--- src/rtl/tt_capture_if.sv ---
// tt_capture_if: capture bus (start/vld/abcd/f toward tt_capture, busy/done/table_out/seen/match/err back)
interface tt_capture_if;
  logic        start;
  logic        vld;
  logic [3:0]  abcd;
  logic        f;
  logic        busy;
  logic        done;
  logic [15:0] table_out;
  logic [15:0] seen;
  logic        match;
  logic        err;
  modport slave (input start, vld, abcd, f, output busy, done, table_out, seen, match, err);
  modport master (output start, vld, abcd, f, input busy, done, table_out, seen, match, err);
endinterface

--- src/rtl/tt_capture.sv ---
// tt_capture: sweeps 16 patterns, samples f SETTLE cycles after each vld into table_out/seen (ports clk, rst, bus.slave; macro TT_CAPTURE_DUP_EN flags duplicate captures in err)
module tt_capture #(
  parameter int unsigned SETTLE   = 2,
  parameter logic [15:0] EXPECTED = 16'h0000
) (
  input  logic          clk,
  input  logic          rst,
  tt_capture_if.slave   bus
);
  typedef enum logic [1:0] {S_IDLE, S_WAIT, S_SETTLE, S_DONE} state_t;
  state_t      state_q, state_d;
  logic [3:0]  idx_q, idx_d, cnt_q, cnt_d;
  logic [15:0] table_q, table_d, seen_q, seen_d, tbl_w, seen_w;
  logic        match_q, match_d, err_q, err_d, cap, dup;
`ifdef TT_CAPTURE_DUP_EN
  assign dup = seen_q[idx_q];
`else
  assign dup = 1'b0;
`endif
  assign cap = state_q == S_SETTLE && cnt_q == 4'd1;
  always_comb begin
    state_d = state_q;
    idx_d   = idx_q;
    cnt_d   = cnt_q;
    table_d = table_q;
    seen_d  = seen_q;
    match_d = match_q;
    err_d   = err_q;
    tbl_w   = table_q;
    tbl_w[idx_q] = bus.f;
    seen_w  = seen_q | (16'h1 << idx_q);
    if (bus.start) begin
      table_d = '0;
      seen_d  = '0;
      match_d = 1'b0;
      err_d   = 1'b0;
      state_d = S_WAIT;
    end else if (state_q == S_WAIT && bus.vld) begin
      idx_d   = bus.abcd;
      cnt_d   = 4'(SETTLE);
      state_d = S_SETTLE;
    end else if (state_q == S_SETTLE) begin
      cnt_d = cnt_q - 4'd1;
      err_d = err_q | bus.vld | (cap & dup);
      if (cap) begin
        table_d = tbl_w;
        seen_d  = seen_w;
        state_d = &seen_w ? S_DONE : S_WAIT;
        match_d = &seen_w ? tbl_w == EXPECTED : match_q;
      end
    end
  end
  always_ff @(posedge clk or posedge rst) begin
    if (rst) begin
      state_q <= S_IDLE;
      idx_q   <= '0;
      cnt_q   <= '0;
      table_q <= '0;
      seen_q  <= '0;
      match_q <= 1'b0;
      err_q   <= 1'b0;
    end else begin
      state_q <= state_d;
      idx_q   <= idx_d;
      cnt_q   <= cnt_d;
      table_q <= table_d;
      seen_q  <= seen_d;
      match_q <= match_d;
      err_q   <= err_d;
    end
  end
  assign bus.busy      = state_q == S_WAIT || state_q == S_SETTLE;
  assign bus.done      = state_q == S_DONE;
  assign bus.table_out = table_q;
  assign bus.seen      = seen_q;
  assign bus.match     = match_q;
  assign bus.err       = err_q;
endmodule

--- src/flat_wrapper.sv ---
// flat-port wrapper written by rule: the top's interface ports become plain ports
module tt_capture_flat 
#(
  parameter int unsigned SETTLE   = 2,
  parameter logic [15:0] EXPECTED = 16'h0000
)
  (clk, rst, bus_start, bus_vld, bus_abcd, bus_f, bus_busy, bus_done, bus_table_out, bus_seen, bus_match, bus_err);
  tt_capture_if bus_i ();
  input  logic clk;
  input  logic rst;
  input wire logic [$bits(bus_i.start)-1:0] bus_start;
  input wire logic [$bits(bus_i.vld)-1:0] bus_vld;
  input wire logic [$bits(bus_i.abcd)-1:0] bus_abcd;
  input wire logic [$bits(bus_i.f)-1:0] bus_f;
  output wire logic [$bits(bus_i.busy)-1:0] bus_busy;
  output wire logic [$bits(bus_i.done)-1:0] bus_done;
  output wire logic [$bits(bus_i.table_out)-1:0] bus_table_out;
  output wire logic [$bits(bus_i.seen)-1:0] bus_seen;
  output wire logic [$bits(bus_i.match)-1:0] bus_match;
  output wire logic [$bits(bus_i.err)-1:0] bus_err;
  assign bus_i.start = bus_start;
  assign bus_i.vld = bus_vld;
  assign bus_i.abcd = bus_abcd;
  assign bus_i.f = bus_f;
  assign bus_busy = bus_i.busy;
  assign bus_done = bus_i.done;
  assign bus_table_out = bus_i.table_out;
  assign bus_seen = bus_i.seen;
  assign bus_match = bus_i.match;
  assign bus_err = bus_i.err;
  tt_capture #(.SETTLE(SETTLE), .EXPECTED(EXPECTED)) u_core (.clk(clk), .rst(rst), .bus(bus_i));
endmodule
--- config.mk ---
export PLATFORM = sky130hd
export DESIGN_NAME = tt_capture_flat
export DESIGN_NICKNAME = d
export VERILOG_FILES = /design/src/rtl/tt_capture_if.sv /design/src/rtl/tt_capture.sv /design/src/flat_wrapper.sv
export SDC_FILE = /design/constraint.sdc
export NUM_CORES = 1
export LEC_CHECK = 0
export CAP_MARGIN = 0
export CELL_PAD_IN_SITES_DETAIL_PLACEMENT = 0
export CELL_PAD_IN_SITES_GLOBAL_PLACEMENT = 2
export CORE_MARGIN = 2
export CORE_UTILIZATION = 34
export CTS_CLUSTER_DIAMETER = 60
export CTS_CLUSTER_SIZE = 25
export DETAILED_ROUTE_END_ITERATION = 8
export PLACE_DENSITY_LB_ADDON = 0.15
export RECOVER_POWER = 100
export SKIP_LAST_GASP = 1
export SLEW_MARGIN = 25
export SYNTH_ARGS = -nofsm -noshare
export SYNTH_HDL_FRONTEND = slang
export SYNTH_SLANG_ARGS = --single-unit
--- constraint.sdc ---
create_clock -name clk -period 4.6 [get_ports clk]
set_input_delay 0.46 -clock clk [delete_from_list [all_inputs] [get_ports clk]]
set_output_delay 0.46 -clock clk [all_outputs]
set_load 0.02 [all_outputs]
==> results.py, run 1 <==
metrics = {
    "finish": {
        "layout_commonest_cell": "dfrtp_1",
        "layout-drive-gt1-share_pct": 6.13,
        "fin_area_um2": 3050,
        "finalCoreUtilization_pct": 44.7,
        "nets": 323,
        "fin_cells": 406,
        "layout-area-overhead-vs-synth_pct": 26.0,
        "antenna_cells": 0,
        "mostFrequentLayoutCells": "dfrtp_1, dlygate4sd3_1, o21ai_0",
    },
    "yosys": {
        "synthArstFlopShare_pct": 100,
        "synth_compound_area_share_pct": 22.2,
        "synth_mux_area_share_pct": 6.35,
        "synth.avg_cell_area_um2": 8.91,
        "synth_cell_types": 47,
        "synth_area_leaders": "dfrtp_1, o21ai_0, nor2_1",
        "synth-simple-area-share_pct": 17.0,
        "yosysSeqAreaShare_pct": 45.4,
        "ys.flop_type": "dfrtp_1",
        "synth_top_family_by_area": "compound AO/OA/AOI/OAI gates",
        "synth_edf_count": 0,
        "ys_warn_count": 0,
        "synth_xor_area_share_pct": 1.08,
        "syn_inst": 272,
        "synth-seq-cells": 44,
        "synthAdderAreaFrac_pct": 2.58,
        "syn_nets": 286,
        "synth_area_leader_cell": "dfrtp_1",
        "netlist_area_um2": 2420,
        "synth_top_area_share_pct": 45.4,
    },
    "worst_setup_path": {
        "cpLargestDelayFamily": "buffers and inverters",
        "cp-end-kind": "async pin",
        "cp_data_arrival_time_ps": 2810,
        "crit_chain": "dlygate4sd3_1 > clkinv_1 > clkbuf_1",
        "cp-start-kind": "primary input",
        "worstSetupPathType": "in2async",
        "required_ps": 4500,
        "cp_slowest_cell": "clkbuf_1",
        "crit_buf_inv": 3,
        "max_stage_delay_ps": 1730,
        "crit_fanout": 44,
    },
    "drt": {
        "via_per_inst": 5.49,
        "drtPass1Iterations": 7,
        "drc": 0,
        "ant_nets": 0,
        "dr_total_vias": 2230,
        "routed_wl_um": 7230,
        "drtIter0Drc": 105,
        "wl_per_cell_um": 17.8,
    },
    "placement": {
        "post-place-ws_ps": 1990,
        "dpl_cell_area_um2": 2940,
        "dp_hpwl_um": 5040,
        "portBuffers": 44,
        "gp_congestion": 0.757,
        "placed_cells": 398,
    },
    "hold_path": {
        "hold_class": "reg2reg",
    },
    "power_and_ir_drop": {
        "power.leakage_nw": 1.35,
        "peakVddDrop_mv": 0.129,
        "power_density_nw_per_um2": 338,
    },
    "timing": {
        "tns_ps": 0,
        "slew_violations": 45,
        "fin_crit_ps": 2910,
        "fmax_mhz": 343,
        "slew_headroom_pct": -64.1,
        "setup_viol": 0,
        "rsz0062_at_grt": "no",
        "finalCritPeriodShare_pct": 63.3,
        "finalClockSkew_ps": 10.3,
        "setup_slack_ps": 1690,
        "worst_pin_slew_ps": 2460,
        "hold_viol_final": 0,
    },
    "flow_run": {
        "maxCapViolations": 1,
    },
    "floorplan": {
        "fp.coreArea_um2": 6830,
        "die_x_um": 88.5,
        "pin_count": 45,
        "start_util_pct": 35.5,
        "die-area_um2": 7820,
        "core.rowCount": 30,
        "dieHeight_um": 88.5,
    },
    "clock_network": {
        "htreeDepth": 2,
        "cts_setup_buffers": 0,
        "clk_latency_ps": 300,
        "clockRootBuffer": "clkbuf_8",
        "clock-sinks": 44,
        "clk_pin_slew_ps": 80,
        "cts_buffers": 5,
        "cts_tree": "yes",
        "post_cts_resized": 0,
        "cts_buffer_depth": 2,
        "hold_buffers": 0,
    },
    "status": {
        "violations": "max-capacitance violations, max-slew violations",
        "status": "finished with violations",
    },
    "global_routing": {
        "overflow": 0,
        "antenna_found_initial": 0,
        "grt_max_degree": 45,
        "grt_pass1_wl_um": 11500,
        "grt_util_all_layers_pct": 19.5,
        "grt_pass1_vias": 2083,
    },
}
==> synth_stat cells, types with 2 or more instances <==
cell type / instances
nand3_1: 2
o31ai_1: 2
xnor2_1: 2
ha_1: 5
clkbuf_1: 11
a31oi_1: 6
nor2b_1: 5
a22o_1: 2
nor2_1: 34
buf_2: 4
inv_1: 16
a41oi_1: 2
o32ai_1: 2
nand2b_1: 4
o22ai_1: 11
nor3_1: 2
a211oi_1: 3
a21oi_1: 17
nor4_1: 2
nand2_1: 16
and2_1: 4
mux2i_1: 3
nand3b_1: 3
o21ai_1: 2
nand4_1: 2
mux2_1: 3
o21ai_0: 36
mux2_2: 8
dfrtp_1: 44
o211ai_1: 2
==> worst paths after layout <==
check	startpoint	endpoint	slack (ps)	cells past startpoint
worst min-delay path	u_core.bus.err	u_core.bus.err	530	2
worst max register to register	u_core.idx_q[1]	u_core.bus.match	2090	6
max in group clk	u_core.idx_q[1]	u_core.bus.match	2090	6
worst max-delay path	rst	u_core.bus.seen[14]	1690	3
worst min register to register	u_core.bus.err	u_core.bus.err	530	2
min in group asynchronous	rst	u_core.bus.seen[7]	1510	3
==> per-layer routing <==
layer | global-route usage [%] | part of all wire [%] | vias to the layer above
met5 | 0 | 0 | -
met4 | 4.68 | 0.90 | 0
met3 | 3.64 | 4.7 | 6
met2 | 29.5 | 45 | 71
met1 | 29.1 | 49 | 1103
li1 | - | - | 1050
==> stage by stage <==
step / power (mW) / hold slack (ps)
after CTS: 1.04 / 535
after floorplan: 0.629 / 482
after global routing: 1.09 / 555
final: 1.03 / 526
after detailed placement: 0.710 / 497
after global placement: 0.711 / 506
==> final cells by class <==
type	count	area (µm²)
inverters	16	60.1
well taps	96	120
clock inverters	1	30.0
clock buffers	7	96.3
flip-flops and latches	44	1100
multi-input cells	196	1190
fillers	724	3780
repair buffers	46	452
==> where the power goes <==
group          internal, mW  switching [mW]  total, mW
clock                 0.192           0.139      0.330
combinational        0.0804           0.142      0.222
sequential            0.407          0.0721      0.479
==> sequential cells by signal, summed over array words and instances, names as in the netlist <==
name and count:
u_core.bus.seen 16, u_core.bus.table_out 16, u_core.cnt_q 4, u_core.idx_q 4, u_core.state_q 2, u_core.bus.err 1, u_core.bus.match 1
==> cell families after synthesis <==
family | Yosys count
AOI/OAI and AO/OA | 91
and+or+nand+nor | 83
DFF | 44
buffers and inverters | 32
muxes | 14
adders and majority gates | 5
xor gates and xnor gates | 3
==> tightest hold or removal path, stage by stage, from the launching register on <==
cell	delay [ps]
dfrtp_1	350
a31oi_1	40
nor2_1	90
No activity file was read; power rests on OpenSTA's default activity.
==> inputs of run 2 (changes only) <==
--- a/config.mk
+++ b/config.mk
@@ -9,7 +9,7 @@
 export CELL_PAD_IN_SITES_DETAIL_PLACEMENT = 0
 export CELL_PAD_IN_SITES_GLOBAL_PLACEMENT = 2
 export CORE_MARGIN = 2
-export CORE_UTILIZATION = 34
+export CORE_UTILIZATION = 31
 export CTS_CLUSTER_DIAMETER = 60
 export CTS_CLUSTER_SIZE = 25
 export DETAILED_ROUTE_END_ITERATION = 8
==> constraint.sdc (replaced) <==
create_clock -name clk -period 2.95 [get_ports clk]
set_input_delay 0.295 -clock clk [delete_from_list [all_inputs] [get_ports clk]]
set_output_delay 0.295 -clock clk [all_outputs]
set_load 0.02 [all_outputs]
==> results.py, run 2 (synthesis gave the netlist of run 1 again) <==
metrics = {
    "clock_network": {
        "cts_buffer_depth": 2,
        "clockRootBuffer": "clkbuf_8",
        "hold_buffers": 0,
        "post_cts_resized": 0,
        "cts_buffers": 5,
        "cts_tree": "yes",
        "cts_setup_buffers": 0,
        "clock-sinks": 44,
        "clk_latency_ps": 300,
        "clk_pin_slew_ps": 90,
        "htreeDepth": 2,
    },
    "finish": {
        "nets": 328,
        "mostFrequentLayoutCells": "dfrtp_1, dlygate4sd3_1, o21ai_0",
        "finalCoreUtilization_pct": 40.2,
        "layout-drive-gt1-share_pct": 6.98,
        "antenna_cells": 0,
        "layout-area-overhead-vs-synth_pct": 26.8,
        "layout_commonest_cell": "dfrtp_1",
    },
    "global_routing": {
        "antenna_found_initial": 0,
        "grt_pass1_wl_um": 12100,
        "grt_util_all_layers_pct": 18.4,
        "grt_pass1_vias": 2115,
        "overflow": 0,
        "grt_max_degree": 45,
    },
    "worst_setup_path": {
        "worstSetupPathType": "reg2reg",
        "cp-start-kind": "register",
        "rr_startpoint": "u_core.idx_q[2]",
        "reg2reg_to": "u_core.bus.match",
        "required_ps": 3130,
        "cp-end-kind": "register",
        "cp_data_arrival_time_ps": 2630,
        "crit_fanout": 17,
        "r2r_setup_slack_ps": 510,
        "reg2regPathDepth": 6,
    },
    "flow_run": {
        "maxCapViolations": 1,
    },
    "drt": {
        "drc": 0,
        "routed_wl_um": 7430,
        "via_per_inst": 5.32,
        "ant_nets": 0,
        "drtPass1Iterations": 4,
        "dr_total_vias": 2218,
        "wl_per_cell_um": 17.8,
        "drtIter0Drc": 173,
    },
    "timing": {
        "rsz0062_at_grt": "no",
        "fin_crit_ps": 2440,
        "tns_ps": 0,
        "setup_viol": 0,
        "worst_pin_slew_ps": 2000,
        "finalClockSkew_ps": 8.85,
        "fmax_mhz": 409,
        "setup_slack_ps": 505,
        "whs_ps": 518,
        "hold_viol_final": 0,
        "slew_violations": 45,
        "slew_headroom_pct": -34.3,
        "finalCritPeriodShare_pct": 82.9,
    },
    "status": {
        "status": "finished with violations",
        "violations": "max-capacitance violations, max-slew violations",
    },
    "placement": {
        "gp_congestion": 0.838,
        "portBuffers": 44,
        "dp_hpwl_um": 5260,
        "post-place-ws_ps": 561,
    },
    "floorplan": {
        "dieHeight_um": 92.4,
        "die_x_um": 92.4,
        "fp.coreArea_um2": 7650,
        "start_util_pct": 31.7,
        "pin_count": 45,
        "core.rowCount": 32,
        "die-area_um2": 8550,
    },
    "hold_path": {
        "hold_path_depth": 2,
        "hold_class": "reg2reg",
        "min_from": "u_core.bus.err",
        "worstHoldEndpoint": "u_core.bus.err",
    },
    "power_and_ir_drop": {
        "pwr-share-comb_pct": 26.3,
        "netSwitchingFraction_pct": 35.1,
        "power_switching_mw": 0.559,
        "power.leakage_nw": 1.36,
        "seqPwrFrac_pct": 44.5,
        "intPower_mw": 1.03,
        "power_density_nw_per_um2": 517,
        "power_mw": 1.59,
        "clockPowerShare_pct": 29.2,
        "peakVddDrop_mv": 0.184,
    },
}
[run 2: changes by cell type in the layout (fill, tap and decap cells not counted), sizes merged]
cell           previous run  this run
buf                       1         4
clkbuf                    8         9
clkdlybuf4s50             7         6
clkinvlp                  0         1
dlygate4sd3              37        38
[run 2: critical path: stages (launching register included)]
cell	delay [ps]
dfrtp_1	690
nand2b_1	350
o32ai_1	400
o2111ai_1	190
a21oi_1	190
a41oi_1	160
mux2_1	330
[run 2: routing by layer]
layer / track usage [%] / share of wire, % / up-vias
li1: - / - / 1058
met1: 28.1 / 50 / 1088
met2: 27.0 / 44 / 66
met3: 3.25 / 4.7 / 6
met4: 4.10 / 0.98 / 0
met5: 0 / 0 / -
[run 2: power by group through the flow]
stage | registers (mW) | logic, mW | clock network, mW
final | 0.708 | 0.418 | 0.464
after global routing | 0.719 | 0.463 | 0.501
after CTS | 0.707 | 0.424 | 0.481
after detailed placement | 0.719 | 0.422 | 0
after global placement | 0.719 | 0.427 | 0
after floorplan | 0.685 | 0.297 | 0
[run 2: layout make-up]
| class | instances | area [µm²] |
|---|---|---|
| Fill cell | 787 | 4570 |
| Inverter | 16 | 61.3 |
| Sequential cell | 44 | 1100 |
| Timing Repair Buffer | 51 | 482 |
| Clock inverter | 2 | 35.0 |
| Clock buffer | 6 | 72.6 |
| Tap cell | 102 | 128 |
| Multi-Input combinational cell | 196 | 1190 |
[run 2: through the flow]
stage | instances | area, µm²
floorplan | 272 | 2420
global placement | 409 | 2980
detailed placement | 409 | 2980
CTS | 417 | 3080
global route | 417 | 3070
finish | 417 | 3070
[run 2: worst max path at each step]
stage / startpoint / to / slack (ps) / cells past startpoint
finish: u_core.idx_q[2] / u_core.bus.match / 510 / 6
global route: u_core.idx_q[2] / u_core.bus.match / 240 / 6
CTS: u_core.idx_q[3] / u_core.bus.match / 550 / 6
detailed placement: u_core.idx_q[2] / u_core.bus.match / 560 / 6
global placement: u_core.idx_q[3] / u_core.bus.match / 520 / 6
floorplan: u_core.idx_q[1] / u_core.bus.match / 1080 / 6
